==> src/rtl/tdm_demux1to4.sv <==
// Receive side of a 4-channel TDM link: deinterleaves a rotating-slot serial line into four WIDTH-bit words.
// Optional frame-sync misalignment checking and re-alignment is enabled by defining SYNC_CHECK_EN.
module tdm_demux1to4 #(
  parameter int unsigned WIDTH = 8
) (
  input  logic                 clk,
  input  logic                 rst,
  input  logic                 en,
  input  logic                 ip,
  input  logic                 frmSync,
  output logic [4*WIDTH-1:0]   op,
  output logic                 vld,
  output logic [1:0]           sOp,
  output logic                 lock,
  output logic                 syncErr
);

  localparam int unsigned CW = $clog2(WIDTH);

  typedef enum logic {HUNT, LOCK} state_t;

  state_t                  state_q, state_d;
  logic [1:0]              slot_q, slot_d;
  logic [CW-1:0]           bcnt_q, bcnt_d;
  logic [3:0][WIDTH-1:0]   sh_q, sh_d;
  logic [4*WIDTH-1:0]      op_q, op_d;
  logic                    vld_q, vld_d;
  logic                    serr_q, serr_d;
  logic                    resync;

  always_ff @(posedge clk) begin
    if (rst) begin
      state_q <= HUNT;
      slot_q  <= '0;
      bcnt_q  <= '0;
      sh_q    <= '0;
      op_q    <= '0;
      vld_q   <= 1'b0;
      serr_q  <= 1'b0;
    end else begin
      state_q <= state_d;
      slot_q  <= slot_d;
      bcnt_q  <= bcnt_d;
      sh_q    <= sh_d;
      op_q    <= op_d;
      vld_q   <= vld_d;
      serr_q  <= serr_d;
    end
  end

  always_comb begin
    state_d = state_q;
    slot_d  = slot_q;
    bcnt_d  = bcnt_q;
    sh_d    = sh_q;
    op_d    = op_q;
    vld_d   = 1'b0;
    serr_d  = 1'b0;
    resync  = 1'b0;
`ifdef SYNC_CHECK_EN
    resync  = (state_q == LOCK) && en && frmSync && (slot_q != 2'd0);
`else
    resync  = 1'b0;
`endif
    if (en) begin
      if (state_q == HUNT) begin
        if (frmSync) begin
          sh_d[0] = {sh_q[0][WIDTH-2:0], ip};
          slot_d  = 2'd1;
          bcnt_d  = '0;
          state_d = LOCK;
        end
      end else if (resync) begin
        // Misplaced sync restarts the set: this bit becomes ch0's MSB.
        sh_d       = '0;
        sh_d[0][0] = ip;
        slot_d     = 2'd1;
        bcnt_d     = '0;
        serr_d     = 1'b1;
      end else begin
        sh_d[slot_q] = {sh_q[slot_q][WIDTH-2:0], ip};
        slot_d       = slot_q + 2'd1;
        if (slot_q == 2'd3) begin
          if (bcnt_q == CW'(WIDTH - 1)) begin
            bcnt_d = '0;
            op_d   = sh_d;
            vld_d  = 1'b1;
          end else begin
            bcnt_d = bcnt_q + 1'b1;
          end
        end
      end
    end
  end

  assign op      = op_q;
  assign vld     = vld_q;
  assign sOp     = slot_q;
  assign lock    = (state_q == LOCK);
  assign syncErr = serr_q;

endmodule
==> config.mk <==
export PLATFORM = sky130hd
export DESIGN_NAME = tdm_demux1to4
export DESIGN_NICKNAME = d
export VERILOG_FILES = /design/src/rtl/tdm_demux1to4.sv
export SDC_FILE = /design/constraint.sdc
export NUM_CORES = 1
export LEC_CHECK = 0
export ABC_AREA = 1
export BUFFER_PORTS_ARGS = -buffer_cell sky130_fd_sc_hd__buf_2
export CORE_MARGIN = 4
export CORE_UTILIZATION = 50
export CTS_BUF_LIST = sky130_fd_sc_hd__clkbuf_4 sky130_fd_sc_hd__clkbuf_8
export DETAILED_ROUTE_END_ITERATION = 6
export PLACE_DENSITY = 0.71
export SYNTH_ARGS = -nofsm -noshare
export SYNTH_HDL_FRONTEND = slang
export SYNTH_SLANG_ARGS = --single-unit
==> constraint.sdc <==
create_clock -name clk -period 3.2 [get_ports clk]
set_input_delay 0.64 -clock clk [delete_from_list [all_inputs] [get_ports clk]]
set_output_delay 0.64 -clock clk [all_outputs]
set_load 0.03 [all_outputs]
; ---- Word-level counts from Yosys, hierarchy flattened
; Cells that the tools add are included.
[word_totals]
register_bits = 71
inputBits = 5
out_inout_bits = 37
[classes]
add_sub_neg = 2
n_lt_le_gt_ge = 2
n_eq_ne = 3
n_mux = 16
bitwise = 3
n_reduce_logical = 7
[op_table]
columns = operator, n
row1 = $bwmux 32, 1
row2 = $mux 8, 3
row3 = $bmux 8 s2, 1
row4 = $demux 8 s2, 1
row5 = $mux 3, 4
row6 = $mux 7, 1
row7 = $mux 2, 2
row8 = $reduce_and 2->1, 2
row9 = $reduce_and 4->1, 1
row10 = $reduce_or 4->1, 1
row11 = $add 3x1->3 const B, 1
row12 = $eq 3x3->1 const B, 1
row13 = $lt 2x3->1 const B, 1
row14 = $mux 1, 3
row15 = $not 1->1, 3
row16 = $reduce_and 3->1, 1
row17 = $add 2x1->2 const B, 1
row18 = $eq 2x2->1 const B, 1
row19 = $ge 2x1->1 const B, 1
row20 = $ne 2x1->1 const B, 1
row21 = $reduce_bool 2->1, 1
row22 = $logic_and 1x1->1, 1

; ---- Depth between registers and ports, before layout
; Gate-level depths: netlist (run 1).
[logic_depth]
word_depth = 6
depth_mapped = 10
mapped_depth_nobuf = 9

; ---- Least setup slack after synthesis (run 1)
; Ideal clock, no wire load.
[synth_timing]
kind = reg2reg
startpoint = register slot_q[0], in the netlist sOp[0]
endpoint = register op_q[20], in the netlist op[20]
setup_time_ns = 0.113
t_arrival_ns = 1.780
required_time_ns = 3.087
slack_ns = 1.307
path_stages_with_launch = 9
cell_sequence = dfxtp_1 > inv_2 > buf_6 > ha_1 > inv_1 > clkbuf_1 > o21ai_1 > o21ai_1 > inv_1
[synth_between]
elab_chain_len = 5
word_cells_on_any_way = 10
[synth_lines]
columns = element, line_no
row1 = from (decl), 23  ; logic [1:0] slot_q, slot_d;
row2 = from (signal assigned), 42  ; slot_q <= slot_d;
row3 = $lt 2x3->1 (not written as such) or $ge 2x1->1 (tied branches), 81  ; sh_d[slot_q] = {sh_q[slot_q][WIDTH-2:0], ip};
row4 = $logic_and 1x1->1 (not written as such), 81
row5 = $mux 8 (not written as such), 81
row6 = $demux 8 s2, 81
row7 = $bwmux 32, 81
row8 = to (signal assigned), 45  ; op_q <= op_d;
row9 = to (decl), 26  ; logic [4*WIDTH-1:0] op_q, op_d;
; Several ways; a longest one is shown, not always the timed one. The select of a mux whose other input is x is not followed.
; A chain may end at the register's enable or synchronous reset.

; ---- Worst setup path in the final report (run 1)
[layout_timing]
startpoint = register slot_q[0], in the netlist sOp[0]
endpoint = register op_q[6], in the netlist op[6]
; Same word-level chain as after synthesis.

==> impl_metrics.py, run 1 <==
metrics = {
    "yosys": {
        "synth_top_area_frac": 0.430,
        "syn-num-nets": 479,
        "yosys_warnings": 0,
        "ys_ff_latch": 70,
        "synth_cell_types": 26,
        "syn_area_per_cell_um2": 6.96,
        "synth-seq-area-share": 0.430,
        "synth-main-ff-cell": "dfxtp_1",
        "synth_area_leader_cell": "dfxtp_1",
        "ys_async_sr_fraction": 0,
        "syn_inst": 468,
        "synth.area.top_cells": "dfxtp_1 43%, nand2_1 11%, nor2_1 7.6%, o21ai_1 7.4%, nand3_1 5.8%",
        "synth_edf_count": 0,
        "netlist_area_um2": 3260,
    },
    "floorplan": {
        "start_util": 0.513,
        "die_area_um2": 7870,
        "fp-row-count": 29,
        "die_width_um": 88.7,
        "core_area_um2": 6350,
        "io_pins": 42,
        "die_h_um": 88.7,
    },
    "clock_tree": {
        "clockBufferDepth": 2,
        "clk_pin_slew_ns": 0.07,
        "cts_tree": "built",
        "htreeDepth": 3,
        "postCtsSetupBuffers": 0,
        "clock_latency_ns": 0.35,
        "cts_hold_buf": 0,
        "clock_sinks": 70,
        "cts-root-buf": "clkbuf_8",
        "post_cts_resized": 0,
        "cts_made_buffers": 9,
    },
    "flow_run": {
        "drv_cap": 0,
    },
    "routing": {
        "wl_per_cell_um": 13.6,
        "drtAntennaViolNets": 0,
        "drcViolationCount": 0,
        "drt-pass1-iter-count": 5,
        "vias_per_cell": 5.28,
        "drtIter0Drc": 283,
        "wl_um": 7860,
        "vias": 3058,
    },
    "sta": {
        "relSlewSlack": 0.362,
        "hold_violations": 0,
        "setup_violations": 0,
        "min_period_ns": 1.95,
        "final.period_utilization": 0.608,
        "finalClockSkew_ns": 0.00946,
        "slew_violations": 0,
        "max_clock_freq_ghz": 0.514,
        "worst_slew_pin_slew_ns": 0.957,
        "fin_hold_ws_ns": 0.476,
        "tns_ns": 0,
        "layout_setup_ws_ns": 1.25,
        "rsz0062_at_grt": "no",
    },
    "cells_and_area": {
        "utilization": 0.575,
        "layout_common_cells": "92 x nand2_1, 70 x dfxtp_1, 66 x nor2_1",
        "final_common_cell": "nand2_1",
        "num-nets-final": 508,
        "ff_latch_area_um2": 1400,
        "drive_above_1_share": 0.175,
        "fillers": 613,
        "antenna_cells": 0,
        "syn_to_final_growth_pct": 12.1,
        "multi_input_area_um2": 1510,
    },
    "grt": {
        "antenna_found_initial": 0,
        "gr-usage-all-layers": 0.219,
        "grt_pass1_vias": 2851,
        "grt_pass1_wl_um": 13400,
        "grt_max_degree": 46,
        "grt_overflow_total": 0,
    },
    "worst_setup_path": {
        "critPathLaunchType": "register",
        "crit_top_cell": "inv_2",
        "crit_buf_inv": 4,
        "max_stage_delay_ns": 0.46,
        "slowest_stage": "ha_1",
        "cp.arrival_ns": 2.19,
        "cp_max_fo": 18,
        "crit_path_end_kind": "register",
        "cp_top_family": "buffers and inverters",
        "cp_cell_sequence": "buf_4, inv_2, ha_1, inv_1, nand2_1, nand3_1, o211ai_1, inv_2",
        "worstSetupPathType": "register to register",
        "worstPathRequired_ns": 3.44,
    },
    "power_and_ir_drop": {
        "p_leak_nw": 1.82,
        "ir_worst_vdd_v": 0.000340,
        "power_density_nw_per_um2": 509,
    },
    "placement": {
        "hpwl_um": 5240,
        "pre_cts_ws_ns": 1.27,
        "io_buffers": 40,
        "place.gp.congestion": 0.867,
    },
    "outcome": {
        "outcome": "completed",
    },
    "min_path": {
        "min_path_type": "register to register",
    },
}
==> metrics by stage <==
| step | instances | instance area [um2] | power [mW] |
|---|---|---|---|
| floorplan | 468 | 3260 | 1.08 |
| global placement | 563 | 3440 | 1.13 |
| detailed placement | 563 | 3440 | 1.13 |
| CTS | 579 | 3650 | 1.87 |
| global route | 579 | 3650 | 1.94 |
| finish | 579 | 3650 | 1.86 |
==> path summary, 6_finish.rpt <==
check	end	depth (start not counted)	start	slack, ns
worst max-delay path	op[6]	8	sOp[0]	1.25
worst min-delay path	bcnt_q[1]	2	bcnt_q[1]	0.48
worst max register to register	op[6]	8	sOp[0]	1.25
worst min register to register	bcnt_q[1]	2	bcnt_q[1]	0.48
==> cells by family after synthesis <==
family	synth area share
fa+ha+maj	0.0231
buf+inv	0.107
compound gates	0.172
simple gates	0.267
other cells	0.00115
flops	0.430
==> layout make-up <==
| cell class | count | share of cell area |
|---|---|---|
| inverter | 52 | 0.0548 |
| clock buffer | 13 | 0.0456 |
| multi-input combinational | 319 | 0.413 |
| tap | 77 | 0.0264 |
| clock inverter | 3 | 0.0117 |
| timing repair buffer | 45 | 0.0651 |
| sequential | 70 | 0.384 |
==> synthesized netlist by cell type, types with 7 or more instances <==
master	n
o21ai_0	20
dfxtp_1	70
buf_2	7
a21oi_1	23
nand3_1	38
o211ai_1	7
nor2_1	66
o21ai_1	48
nand2_1	92
inv_2	12
inv_1	39
clkbuf_1	9
==> worst reg2reg max path: stages, from the launching register on <==
cell      delay (ns)
dfxtp_1         0.31
buf_4           0.20
inv_2           0.26
ha_1            0.46
inv_1           0.25
nand2_1         0.13
nand3_1         0.09
o211ai_1        0.12
inv_2           0.04
==> registers in the layout, indices dropped and copies added, names as in the netlist <==
signal  flops
op         32
bcnt_q      3
lock        1
sOp         2
vld         1
sh_q       31
==> power breakdown <==
part	internal, mW	switching (mW)
Clock	0.419	0.327
Combinational	0.0576	0.138
Sequential	0.894	0.0228
==> metal layers <==
| layer | vias to the layer above | share of wire | GRT usage |
|---|---|---|---|
| met3 | 20 | 0.062 | 0.0624 |
| met5 | - | 0 | 0 |
| li1 | 1552 | - | - |
| met4 | 0 | 0.022 | 0.0907 |
| met1 | 1385 | 0.45 | 0.281 |
| met2 | 101 | 0.47 | 0.345 |
Power figures use the tool's default switching activity.
==> run 2: changes to the inputs <==
==> constraint.sdc (replaced) <==
create_clock -name clk -period 1.9 [get_ports clk]
set_input_delay 0.38 -clock clk [delete_from_list [all_inputs] [get_ports clk]]
set_output_delay 0.38 -clock clk [all_outputs]
set_load 0.03 [all_outputs]
==> impl_metrics.py, run 2 (synthesized netlist as in run 1, its figures left out) <==
metrics = {
    "clock_tree": {
        "clock_sinks": 70,
        "cts_tree": "built",
        "htreeDepth": 3,
        "clock_latency_ns": 0.35,
        "clk_pin_slew_ns": 0.07,
        "clockBufferDepth": 2,
        "postCtsSetupBuffers": 0,
        "cts_made_buffers": 9,
        "post_cts_resized": 0,
        "cts_hold_buf": 0,
        "cts-root-buf": "clkbuf_8",
    },
    "worst_setup_path": {
        "cp_cell_sequence": "inv_2, ha_1, inv_1, nand2_1, nand3_1, o211ai_1, inv_2",
        "max_stage_delay_ns": 0.40,
        "startpoint": "sOp[0]",
        "slowest_stage": "ha_1",
        "crit_top_cell": "inv_2",
        "crit_path_end_kind": "register",
        "rr_startpoint": "sOp[0]",
        "worstSetupPathType": "register to register",
        "critPathLaunchType": "register",
        "cp.arrival_ns": 1.92,
        "cp_max_fo": 13,
        "worstPathRequired_ns": 2.14,
    },
    "routing": {
        "vias_per_cell": 5.20,
        "wl_met3_um": 416,
        "met1_length_um": 3640,
        "vias": 3037,
        "wl_met2_um": 3800,
        "drtIter0Drc": 246,
        "drtAntennaViolNets": 0,
        "drcViolationCount": 0,
        "top_layer_used": "met4",
        "drt-pass1-iter-count": 5,
        "wl_per_cell_um": 13.7,
        "wl_um": 7980,
    },
    "placement": {
        "hpwl_um": 5590,
        "dp_cells": 568,
        "io_buffers": 40,
        "place.gp.congestion": 0.886,
    },
    "grt": {
        "grt_pass1_wl_um": 13200,
        "grt_max_degree": 46,
        "grt_pass1_vias": 2690,
        "antenna_found_initial": 0,
        "gr-usage-all-layers": 0.217,
        "grt_overflow_total": 0,
    },
    "cells_and_area": {
        "num-nets-final": 513,
        "finalNonFillerCells": 584,
        "largest_reg_flops": 32,
        "final_common_cell": "nand2_1",
        "antenna_cells": 0,
        "fillers": 600,
        "ff_latch_area_um2": 1400,
        "utilization": 0.579,
        "drive_above_1_share": 0.183,
        "multi_input_area_um2": 1510,
        "layout_common_cells": "92 x nand2_1, 70 x dfxtp_1, 66 x nor2_1",
        "syn_to_final_growth_pct": 13.0,
    },
    "floorplan": {
        "die_width_um": 88.7,
        "die_area_um2": 7870,
        "core_area_um2": 6350,
        "io_pins": 42,
        "start_util": 0.513,
        "fp-row-count": 29,
        "die_h_um": 88.7,
    },
    "sta": {
        "slew_violations": 0,
        "finalClockSkew_ns": 0.00714,
        "tns_ns": 0,
        "setup_violations": 0,
        "rsz0062_at_grt": "no",
        "min_period_ns": 1.68,
        "final.period_utilization": 0.882,
        "fin_hold_ws_ns": 0.360,
        "max_clock_freq_ghz": 0.597,
        "hold_violations": 0,
    },
    "min_path": {
        "min_path_type": "input port to register",
        "hp-start": "ip",
    },
    "power_and_ir_drop": {
        "ir_worst_vdd_v": 0.000618,
        "power_density_nw_per_um2": 844,
        "p_leak_nw": 1.84,
        "power_mw": 3.10,
    },
    "flow_run": {
        "drv_cap": 0,
    },
    "outcome": {
        "outcome": "completed",
    },
}
-- run 2: changes by cell type in the layout (fill, tap and decap cells not counted), sizes merged --
cell	previous run	this run
buf	45	50
clkinv	2	5
clkbuf	13	10
-- run 2: worst max-delay path: cells and delay by family, from the launching register on --
family / cells / cell delay [ns]
AOI/OAI and AO/OA: 1 / 0.12
adders and majority gates: 1 / 0.40
buffers and inverters: 3 / 0.45
DFF: 1 / 0.38
and+or+nand+nor: 2 / 0.22
-- run 2: layout make-up --
cell class | count | share of cell area
multi-input combinational | 319 | 0.410
sequential | 70 | 0.381
timing repair buffer | 50 | 0.0748
inverter | 52 | 0.0544
clock buffer | 10 | 0.0374
tap | 77 | 0.0262
clock inverter | 6 | 0.0167
-- run 2: through the flow --
step           setup slack (ns)  instance area (um2)
5_1_grt                  0.0266                 3680
6_report                  0.224                 3680
3_3_place_gp              0.303                 3480
2_1_floorplan           0.00699                 3260
4_1_cts                   0.224                 3680
3_5_place_dp              0.231                 3480
-- run 2: final timing paths --
path,slack [ns],end,depth (start not counted)
max reg2reg,0.22,op[5],7
min,0.36,sh_q[0],3
max,0.22,op[5],7
min reg2reg,0.48,bcnt_q[2],2
-- run 2: where the power goes --
| group | internal (mW) | switching [mW] |
|---|---|---|
| logic | 0.103 | 0.235 |
| clock network | 0.637 | 0.585 |
| registers | 1.51 | 0.0366 |
| total | 2.25 | 0.857 |
-- run 2: layer usage --
layer,track usage,vias to the layer above
met2,0.346,69
met1,0.295,1391
li1,-,1563
met5,0,-
met3,0.0493,14
met4,0.0577,0
==> run 3: changes to the inputs <==
==> constraint.sdc (replaced) <==
create_clock -name clk -period 1.7 [get_ports clk]
set_input_delay 0.085 -clock clk [delete_from_list [all_inputs] [get_ports clk]]
set_output_delay 0.085 -clock clk [all_outputs]
set_load 0.03 [all_outputs]
==> impl_metrics.py, run 3 (synthesized netlist as in run 1, its figures left out) <==
metrics = {
    "outcome": {
        "outcome": "completed",
    },
    "placement": {
        "place.gp.congestion": 0.890,
        "hpwl_um": 5590,
        "io_buffers": 40,
    },
    "clock_tree": {
        "clockBufferDepth": 2,
        "clock_latency_ns": 0.36,
        "post_cts_resized": 0,
        "cts_tree": "built",
        "cts-root-buf": "clkbuf_8",
        "clk_pin_slew_ns": 0.08,
        "cts_hold_buf": 0,
        "postCtsSetupBuffers": 0,
        "htreeDepth": 3,
        "cts_made_buffers": 9,
        "clock_sinks": 70,
    },
    "sta": {
        "hold_violations": 0,
        "rsz0062_at_grt": "no",
        "final.period_utilization": 0.902,
        "max_clock_freq_ghz": 0.652,
        "slew_violations": 0,
        "min_period_ns": 1.53,
        "fin_hold_ws_ns": 0.0592,
        "setup_violations": 0,
        "tns_ns": 0,
        "finalClockSkew_ns": 0.00966,
    },
    "grt": {
        "gr-usage-all-layers": 0.220,
        "grt_max_degree": 46,
        "grt_pass1_vias": 2799,
        "antenna_found_initial": 0,
        "grt_pass1_wl_um": 13300,
        "grt_overflow_total": 0,
    },
    "routing": {
        "drcViolationCount": 0,
        "wl_um": 8160,
        "drtIter0Drc": 253,
        "vias": 3085,
        "drtAntennaViolNets": 0,
        "vias_per_cell": 5.25,
        "drt-pass1-iter-count": 5,
        "wl_per_cell_um": 13.9,
    },
    "cells_and_area": {
        "drive_above_1_share": 0.194,
        "antenna_cells": 0,
        "syn_to_final_growth_pct": 16.7,
        "layout_common_cells": "92 x nand2_1, 68 x dfxtp_1, 66 x nor2_1",
        "utilization": 0.598,
        "final_common_cell": "nand2_1",
        "multi_input_area_um2": 1510,
        "largest_reg_flops": 32,
        "fillers": 591,
        "ff_latch_area_um2": 1400,
        "num-nets-final": 517,
    },
    "worst_setup_path": {
        "worstSetupPathType": "register to register",
        "crit_top_cell": "inv_2",
        "cp.arrival_ns": 1.78,
        "cp_max_fo": 45,
        "slowest_stage": "dfxtp_2",
        "crit_path_end_kind": "register",
        "worstPathRequired_ns": 1.95,
        "max_stage_delay_ns": 0.40,
        "cp_top_family": "flip-flops",
        "cp_cell_sequence": "ha_1, inv_2, nor2_4, nand2_2, clkinv_8, nand3_1, o211ai_1, inv_2",
        "crit_buf_inv": 3,
        "critPathLaunchType": "register",
    },
    "power_and_ir_drop": {
        "p_leak_nw": 1.90,
        "ir_worst_vdd_v": 0.000639,
        "power_density_nw_per_um2": 1050,
        "power_mw": 3.99,
    },
    "flow_run": {
        "drv_cap": 0,
    },
    "floorplan": {
        "die_h_um": 88.7,
        "die_width_um": 88.7,
        "core_area_um2": 6350,
        "die_area_um2": 7870,
        "fp-row-count": 29,
        "io_pins": 42,
        "start_util": 0.513,
    },
    "min_path": {
        "min_path_type": "input port to register",
    },
}
-- run 3: final cells by class --
cell class	instances	share of cell area
Clock inverter	5	0.0339
Inverter	52	0.0547
Tap cell	77	0.0254
Clock buffer	11	0.0398
Sequential cell	70	0.369
Multi-Input combinational cell	319	0.396
Timing Repair Buffer	54	0.0803
-- run 3: metal layers --
metal | GRT usage | vias to the layer above | part of all wire
met5 | 0 | - | 0
met4 | 0.0659 | 0 | 0.013
met3 | 0.0577 | 9 | 0.053
met2 | 0.353 | 71 | 0.46
met1 | 0.291 | 1434 | 0.47
li1 | - | 1571 | -
-- run 3: where the power goes --
| part | switching, mW | internal, mW |
|---|---|---|
| Sequential | 0.0403 | 1.68 |
| Clock | 0.660 | 1.21 |
| Combinational | 0.272 | 0.126 |
| Total | 0.972 | 3.02 |
-- run 3: worst min-delay path, stage by stage --
cell     delay, ns
buf_2         0.09
o21ai_0       0.08
a21oi_1       0.13
-- run 3: stage by stage --
stage	worst slack, ns	area (um2)	instances
5_1_grt	0.0163	3800	588
2_1_floorplan	0.0146	3260	468
3_5_place_dp	0.112	3510	572
6_report	0.167	3800	588
3_3_place_gp	0.181	3510	572
4_1_cts	0.0910	3790	588
-- run 3: final timing paths --
check                 from       end  slack, ns  depth (start not counted)
hold reg to reg   sh_q[24]  sh_q[24]       0.47                          1
hold / removal          ip   sh_q[0]       0.06                          3
setup / recovery    sOp[1]     op[4]       0.17                          8
setup reg to reg    sOp[1]     op[4]       0.17                          8
